File: src/rtl/gray_conv_pkg.sv
// Shared types and helpers for the Gray-to-binary conversion scheduler.
//   gcs_state_e : controller states (IDLE, CONV, DONE)
//   gcs_idw()   : requester-ID width derived from the requester count
package gray_conv_pkg;

  typedef enum logic [1:0] {
    IDLE = 2'd0,
    CONV = 2'd1,
    DONE = 2'd2
  } gcs_state_e;

  // One ID bit minimum so a single-requester build still has a legal port.
  function automatic int gcs_idw(input int nreq);
    return (nreq > 1) ? $clog2(nreq) : 1;
  endfunction

endpackage

File: src/rtl/gcs_arbiter.sv
// Request arbiter for the Gray conversion scheduler.
// Build option GCS_ROUND_ROBIN_EN:
//   defined   - round-robin search starting at an internal pointer, wrapping
//               NREQ-1 -> 0; the pointer moves to winner+1 on every grant.
//   undefined - fixed priority, lowest asserted index wins; no pointer state.
// Ports:
//   clk, rst   clock and async active-high reset (round-robin build only)
//   i_advance  a grant is being taken this cycle (round-robin build only)
//   i_req      request vector
//   o_grant    one-hot grant (all zero when no request)
//   o_idx      encoded index of the winner
//   o_any      at least one request is present
module gcs_arbiter
  import gray_conv_pkg::*;
#(
  parameter int NREQ = 4,
  parameter int IDW  = gcs_idw(NREQ)
) (
`ifdef GCS_ROUND_ROBIN_EN
  input  logic            clk,
  input  logic            rst,
  input  logic            i_advance,
`endif
  input  logic [NREQ-1:0] i_req,
  output logic [NREQ-1:0] o_grant,
  output logic [IDW-1:0]  o_idx,
  output logic            o_any
);

`ifdef GCS_ROUND_ROBIN_EN
  logic [IDW-1:0]    r_ptr;
  logic [2*NREQ-1:0] w_req2;
  logic [NREQ-1:0]   w_rot;
  logic [IDW-1:0]    w_off;
  logic [IDW:0]      w_sum;

  // Rotate the request vector so the pointer position sits at bit 0; the
  // first set bit of the rotated vector is then the round-robin winner.
  assign w_req2 = {i_req, i_req};
  assign w_rot  = NREQ'(w_req2 >> r_ptr);

  always_comb begin
    w_off = '0;
    o_any = 1'b0;
    for (int off = NREQ - 1; off >= 0; off--) begin
      if (w_rot[off]) begin
        w_off = IDW'(off);
        o_any = 1'b1;
      end
    end
    // Undo the rotation: winner = (ptr + off) mod NREQ.
    w_sum = {1'b0, r_ptr} + {1'b0, w_off};
    if (w_sum >= (IDW+1)'(NREQ)) begin
      w_sum = w_sum - (IDW+1)'(NREQ);
    end
    o_idx   = w_sum[IDW-1:0];
    o_grant = o_any ? (NREQ'(1) << o_idx) : '0;
  end

  always_ff @(posedge clk or posedge rst) begin
    if (rst) begin
      r_ptr <= '0;
    end else if (i_advance) begin
      r_ptr <= (o_idx == IDW'(NREQ - 1)) ? '0 : o_idx + 1'b1;
    end
  end
`else
  always_comb begin
    o_idx = '0;
    o_any = 1'b0;
    // Descending scan so the lowest asserted index is the last writer.
    for (int i = NREQ - 1; i >= 0; i--) begin
      if (i_req[i]) begin
        o_idx = IDW'(i);
        o_any = 1'b1;
      end
    end
    o_grant = o_any ? (NREQ'(1) << o_idx) : '0;
  end
`endif

endmodule

File: src/rtl/gray_conv_scheduler.sv
// Shares one bit-serial Gray-to-binary engine among NREQ requesters.
// A granted Gray word is resolved MSB-first, one bit per clock
// (b[i] = b[i+1] ^ g[i]); the result and the requester ID are presented on a
// valid/ready channel. Build option GCS_ROUND_ROBIN_EN selects round-robin
// arbitration (fixed lowest-index priority otherwise).
// Ports:
//   clk, rst              clock, asynchronous active-high reset
//   req_valid[NREQ]       per-requester request
//   req_gray[NREQ*WIDTH]  Gray words, requester i at [i*WIDTH +: WIDTH]
//   req_ready[NREQ]       one-hot acceptance strobe (IDLE only)
//   out_valid/out_ready   result handshake
//   out_bin[WIDTH]        binary result (unresolved bits read 0 while busy)
//   out_id[IDW]           requester that owns out_bin
//   busy                  controller is not idle
module gray_conv_scheduler
  import gray_conv_pkg::*;
#(
  parameter int WIDTH = 4,
  parameter int NREQ  = 4,
  parameter int IDW   = gcs_idw(NREQ)
) (
  input  logic                  clk,
  input  logic                  rst,
  input  logic [NREQ-1:0]       req_valid,
  input  logic [NREQ*WIDTH-1:0] req_gray,
  output logic [NREQ-1:0]       req_ready,
  output logic                  out_valid,
  output logic [WIDTH-1:0]      out_bin,
  output logic [IDW-1:0]        out_id,
  input  logic                  out_ready,
  output logic                  busy
);

  localparam int KW = (WIDTH > 1) ? $clog2(WIDTH) : 1;
  // First bit resolved in CONV is the one just below the MSB.
  localparam logic [KW-1:0] K_START = KW'((WIDTH > 1) ? WIDTH - 2 : 0);

  gcs_state_e       r_state, w_state_next;
  logic [WIDTH-1:0] r_gray, r_bin, w_bin_step, w_gray_sel;
  logic [KW-1:0]    r_k;
  logic [IDW-1:0]   r_id;
  logic             r_out_valid;
  logic [NREQ-1:0]  w_grant;
  logic [IDW-1:0]   w_idx;
  logic             w_any, w_take;

  assign w_take = (r_state == IDLE) && w_any;

  gcs_arbiter #(
    .NREQ (NREQ),
    .IDW  (IDW)
  ) u_arb (
`ifdef GCS_ROUND_ROBIN_EN
    .clk       (clk),
    .rst       (rst),
    .i_advance (w_take),
`endif
    .i_req     (req_valid),
    .o_grant   (w_grant),
    .o_idx     (w_idx),
    .o_any     (w_any)
  );

  // Grant is one-hot, so OR-ing the masked words selects the winner's word.
  always_comb begin
    w_gray_sel = '0;
    for (int i = 0; i < NREQ; i++) begin
      if (w_grant[i]) w_gray_sel = w_gray_sel | req_gray[i*WIDTH +: WIDTH];
    end
  end

  // Resolve bit r_k from the already-resolved bit above it.
  always_comb begin
    w_bin_step = r_bin;
    for (int i = 0; i < WIDTH - 1; i++) begin
      if (r_k == KW'(i)) w_bin_step[i] = r_bin[i+1] ^ r_gray[i];
    end
  end

  always_comb begin
    w_state_next = r_state;
    req_ready    = '0;
    unique case (r_state)
      IDLE: begin
        req_ready = w_take ? w_grant : '0;
        if (w_any) w_state_next = (WIDTH > 1) ? CONV : DONE;
      end
      CONV: if (r_k == '0) w_state_next = DONE;
      DONE: if (r_out_valid && out_ready) w_state_next = IDLE;
      default: w_state_next = IDLE;
    endcase
  end

  always_ff @(posedge clk or posedge rst) begin
    if (rst) begin
      r_state     <= IDLE;
      r_gray      <= '0;
      r_bin       <= '0;
      r_k         <= '0;
      r_id        <= '0;
      r_out_valid <= 1'b0;
    end else begin
      r_state <= w_state_next;
      case (r_state)
        IDLE: if (w_any) begin
          r_gray <= w_gray_sel;
          // MSB of binary equals MSB of Gray; lower bits start cleared.
          r_bin  <= w_gray_sel & (WIDTH'(1) << (WIDTH - 1));
          r_k    <= K_START;
          r_id   <= w_idx;
        end
        CONV: begin
          r_bin <= w_bin_step;
          r_k   <= r_k - 1'b1;
        end
        // out_valid rises on the first DONE cycle, which places it WIDTH
        // edges after the grant, and drops with the handshake.
        DONE: r_out_valid <= !(r_out_valid && out_ready);
        default: ;
      endcase
    end
  end

  assign out_valid = r_out_valid;
  assign out_bin   = r_bin;
  assign out_id    = r_id;
  assign busy      = (r_state != IDLE);

endmodule

File: config.mk
export PLATFORM = sky130hd
export DESIGN_NAME = gray_conv_scheduler
export DESIGN_NICKNAME = d
export VERILOG_FILES = /design/src/rtl/gray_conv_pkg.sv /design/src/rtl/gcs_arbiter.sv /design/src/rtl/gray_conv_scheduler.sv
export SDC_FILE = /design/constraint.sdc
export NUM_CORES = 1
export LEC_CHECK = 0
export CORE_MARGIN = 1
export CORE_UTILIZATION = 45
export DETAILED_ROUTE_END_ITERATION = 8
export GPL_TIMING_DRIVEN = 0
export MAX_ROUTING_LAYER = met4
export PLACE_DENSITY = 0.83
export SLEW_MARGIN = 20
export SYNTH_ARGS = -nofsm -noshare
export SYNTH_HDL_FRONTEND = slang
export SYNTH_SLANG_ARGS = --single-unit
export TNS_END_PERCENT = 30
File: constraint.sdc
create_clock -name clk -period 4.55 [get_ports clk]
set_input_delay 1.365 -clock clk [delete_from_list [all_inputs] [get_ports clk]]
set_output_delay 1.365 -clock clk [all_outputs]
set_load 0.01 [all_outputs]
==> out/metrics.cfg <==
[yosys]
syn_nets = 122
ys_seq_area_frac = 0.4130
avgSynthCellArea_um2 = 8.837
ys_ff_latch = 14
synthCells = 96
yosysUniqueCellTypes = 26
syn_area_um2 = 848.3
yosys_warnings = 0

[layout]
areaGrowthSynthToFinish_pct = 46.90
num-fill-cells = 141
stdcell_count = 158
insertedDiodeCount = 0
drive_above_1_share = 0.08271
nets = 160

[placed_design]
dp_hpwl_um = 1416
dp.cells = 154
gp_congestion = 0.7841
io_buffer_count = 33

[pwr]
power_frac_seq = 0.369
powerDensity_mw_per_mm2 = 499.4
ir_worst_vdd_uv = 331.7
clkPwrFrac = 0.144
p_comb_frac = 0.488
switchingPower_mw = 0.2304
power.internal_mw = 0.3920
p_leak_nw = 0.5360
power.share.switching = 0.3702
p_total_mw = 0.6223

[setup_path]
cp-end-kind = primary output
startpoint_type = input pin
required_ns = 3.18
ff2ff_setup_slack_ns = 3.09
crit_fanout = 5
worstSetupPathDepth = 4
path_buf_inv = 2
path_cells = clkdlybuf4s50_1, nor4b_2, and2_1, clkdlybuf4s50_1
r2r-start = r_state[1]
critPathArrivalTime_ns = 3.12
worstSetupPathType = in -> out
cp_slowest_cell = clkdlybuf4s50_1
crit_top_cell = clkdlybuf4s50_1
r2r_cells = 4
crit_family = buffers and inverters
r2r-end = r_k[0]
cp_slowest_stage_delay_ns = 0.57

[floorplan]
dieHeight_um = 45.42
core-area_mm2 = 0.001745
row_count = 15
pin_count = 35
initial_utilization = 0.4860
dieArea_mm2 = 0.002063
die_w_um = 45.42

[drt]
drt.antenna.violating_nets = 0
vias_per_cell = 5.082
route.vias.total = 803
routedWlPerCell_um = 11.41
routed_wl_um = 1803
drt_first_pass_iters = 4
drt_iter0_drc = 13
drc = 0

[timing]
fin_tns_setup_ns = 0
slew_viol_final = 0
tightest_slew_ns = 0.5324
rsz0062_at_grt = no
max_freq_mhz = 222.9
setup_viol = 0
post-route-period-util = 0.9862
holdWs_ns = 0.5024
hold_violations = 0
max_slew_margin = 0.6447
finalCriticalPeriod_ns = 4.487
fin_skew_ns = 0.003624

[clock_network]
ctsResizeCount = 0
cts_hold_buffers = 0
cts_tree = yes
cts.sinks = 14
h-tree-depth = 1
cts_buffer_depth = 2
clock-root-buffer = clkbuf_4
post-cts-setup-buffers = 0
clk_pin_slew_ns = 0.08
cts_buffers = 3
clock_latency_ns = 0.28

[hold_path]
whs_endpoint = out_id[0]
hp-class = reg -> reg
hp-start = out_id[0]
hold_depth = 1

[job]
maxCapViolations = 0

[grt]
grt_overflow = 0
track_usage = 0.2055
grt_max_degree = 15
antenna_found_initial = 0
grt_pass1_wl_um = 2939
grt_pass1_vias = 703

[status]
outcome = finished, final reports clean

-- power groups by stage --
stage	logic, mW	clock network (mW)	registers [mW]
final	0.304	0.0894	0.229
after global routing	0.344	0.0984	0.239
after CTS	0.308	0.0914	0.230
after detailed placement	0.305	0	0.232
after global placement	0.297	0	0.229
after floorplan	0.173	0	0.236
-- through the flow --
step	setup slack [ns]	cell area (µm²)	util
final	0.06282	1246	0.7140
after detailed placement	0.07295	1210	0.6932
after global routing	0.006106	1246	0.7140
after floorplan	1.116	848.3	-
after CTS	0.07310	1246	0.7140
after global placement	0.1030	1210	0.6932
-- state kept, by name, summed over array words and instances, names as in the netlist --
name,cells
r_state,2
r_k,2
out_bin,4
out_id,2
out_valid,1
r_gray,3
-- cells in the mapped netlist, drive strengths merged --
| master | number | area [µm²] |
|---|---|---|
| dfrtp | 14 | 350.3 |
| nand2 | 13 | 48.80 |
| a21oi | 11 | 58.81 |
| inv | 10 | 37.54 |
| nand3b | 7 | 52.55 |
| nor2 | 7 | 33.78 |
| a22o | 4 | 35.03 |
| a31oi | 4 | 25.02 |
| buf | 3 | 21.27 |
| ha | 3 | 37.54 |
| o21ai | 3 | 15.01 |
| o22ai | 3 | 18.77 |
| xnor2 | 3 | 26.28 |
| and2 | 2 | 12.51 |
| o22a | 2 | 17.52 |
| a22oi | 1 | 7.510 |
| and3 | 1 | 6.260 |
| nand2b | 1 | 6.260 |
| nor2b | 1 | 6.260 |
| nor3 | 1 | 5.000 |
| nor4b | 1 | 15.01 |
| or4 | 1 | 11.26 |
-- routing by layer --
| metal | GRT usage | routed length [µm] | up-vias |
|---|---|---|---|
| met4 | 0.07273 | 9 | 0 |
| met2 | 0.3400 | 872 | 33 |
| met3 | 0.05556 | 151 | 2 |
| met5 | - | 0 | - |
| li1 | - | - | 407 |
| met1 | 0.2369 | 770 | 361 |
-- how the worst max path moves through the flow --
| stage | startpoint | to | slack [ns] |
|---|---|---|---|
| floorplan | req_valid[2] | req_ready[3] | 1.12 |
| global placement | req_valid[0] | req_ready[3] | 0.10 |
| detailed placement | req_valid[0] | req_ready[3] | 0.07 |
| CTS | req_valid[0] | req_ready[3] | 0.07 |
| global route | req_valid[0] | req_ready[3] | 0.006 |
| finish | req_valid[0] | req_ready[3] | 0.06 |
-- kinds of logic after synthesis --
family / after synthesis / synth area share
adders and majority gates: 3 / 0.04425
AOI/OAI and AO/OA: 28 / 0.2094
xor gates and xnor gates: 3 / 0.03098
and+or+nand+nor: 35 / 0.2330
buffers and inverters: 13 / 0.06933
DFF: 14 / 0.4130
-- final cells by class --
| class | instances | area [µm²] | share of cell area |
|---|---|---|---|
| buffer | 3 | 21.27 | 0.01707 |
| clock buffer | 4 | 36.28 | 0.02912 |
| inverter | 10 | 37.54 | 0.03012 |
| multi-input combinational | 69 | 439.2 | 0.3524 |
| sequential | 14 | 350.3 | 0.2811 |
| tap | 25 | 31.28 | 0.02510 |
| timing repair buffer | 33 | 330.3 | 0.2651 |
-- cell usage in the layout (no fill, tap or decap), drive strengths merged --
master,n
nand2,13
a22o,4
xnor2,3
a22oi,1
inv,10
nand2b,1
nor3,1
clkdlybuf4s50,33
nor2,7
dfrtp,14
ha,3
and3,1
clkbuf,4
nor4b,1
buf,3
a31oi,4
nor2b,1
a21oi,11
o22a,2
o22ai,3
or4,1
nand3b,7
o21ai,3
and2,2
No activity file was read; power rests on OpenSTA's default activity.
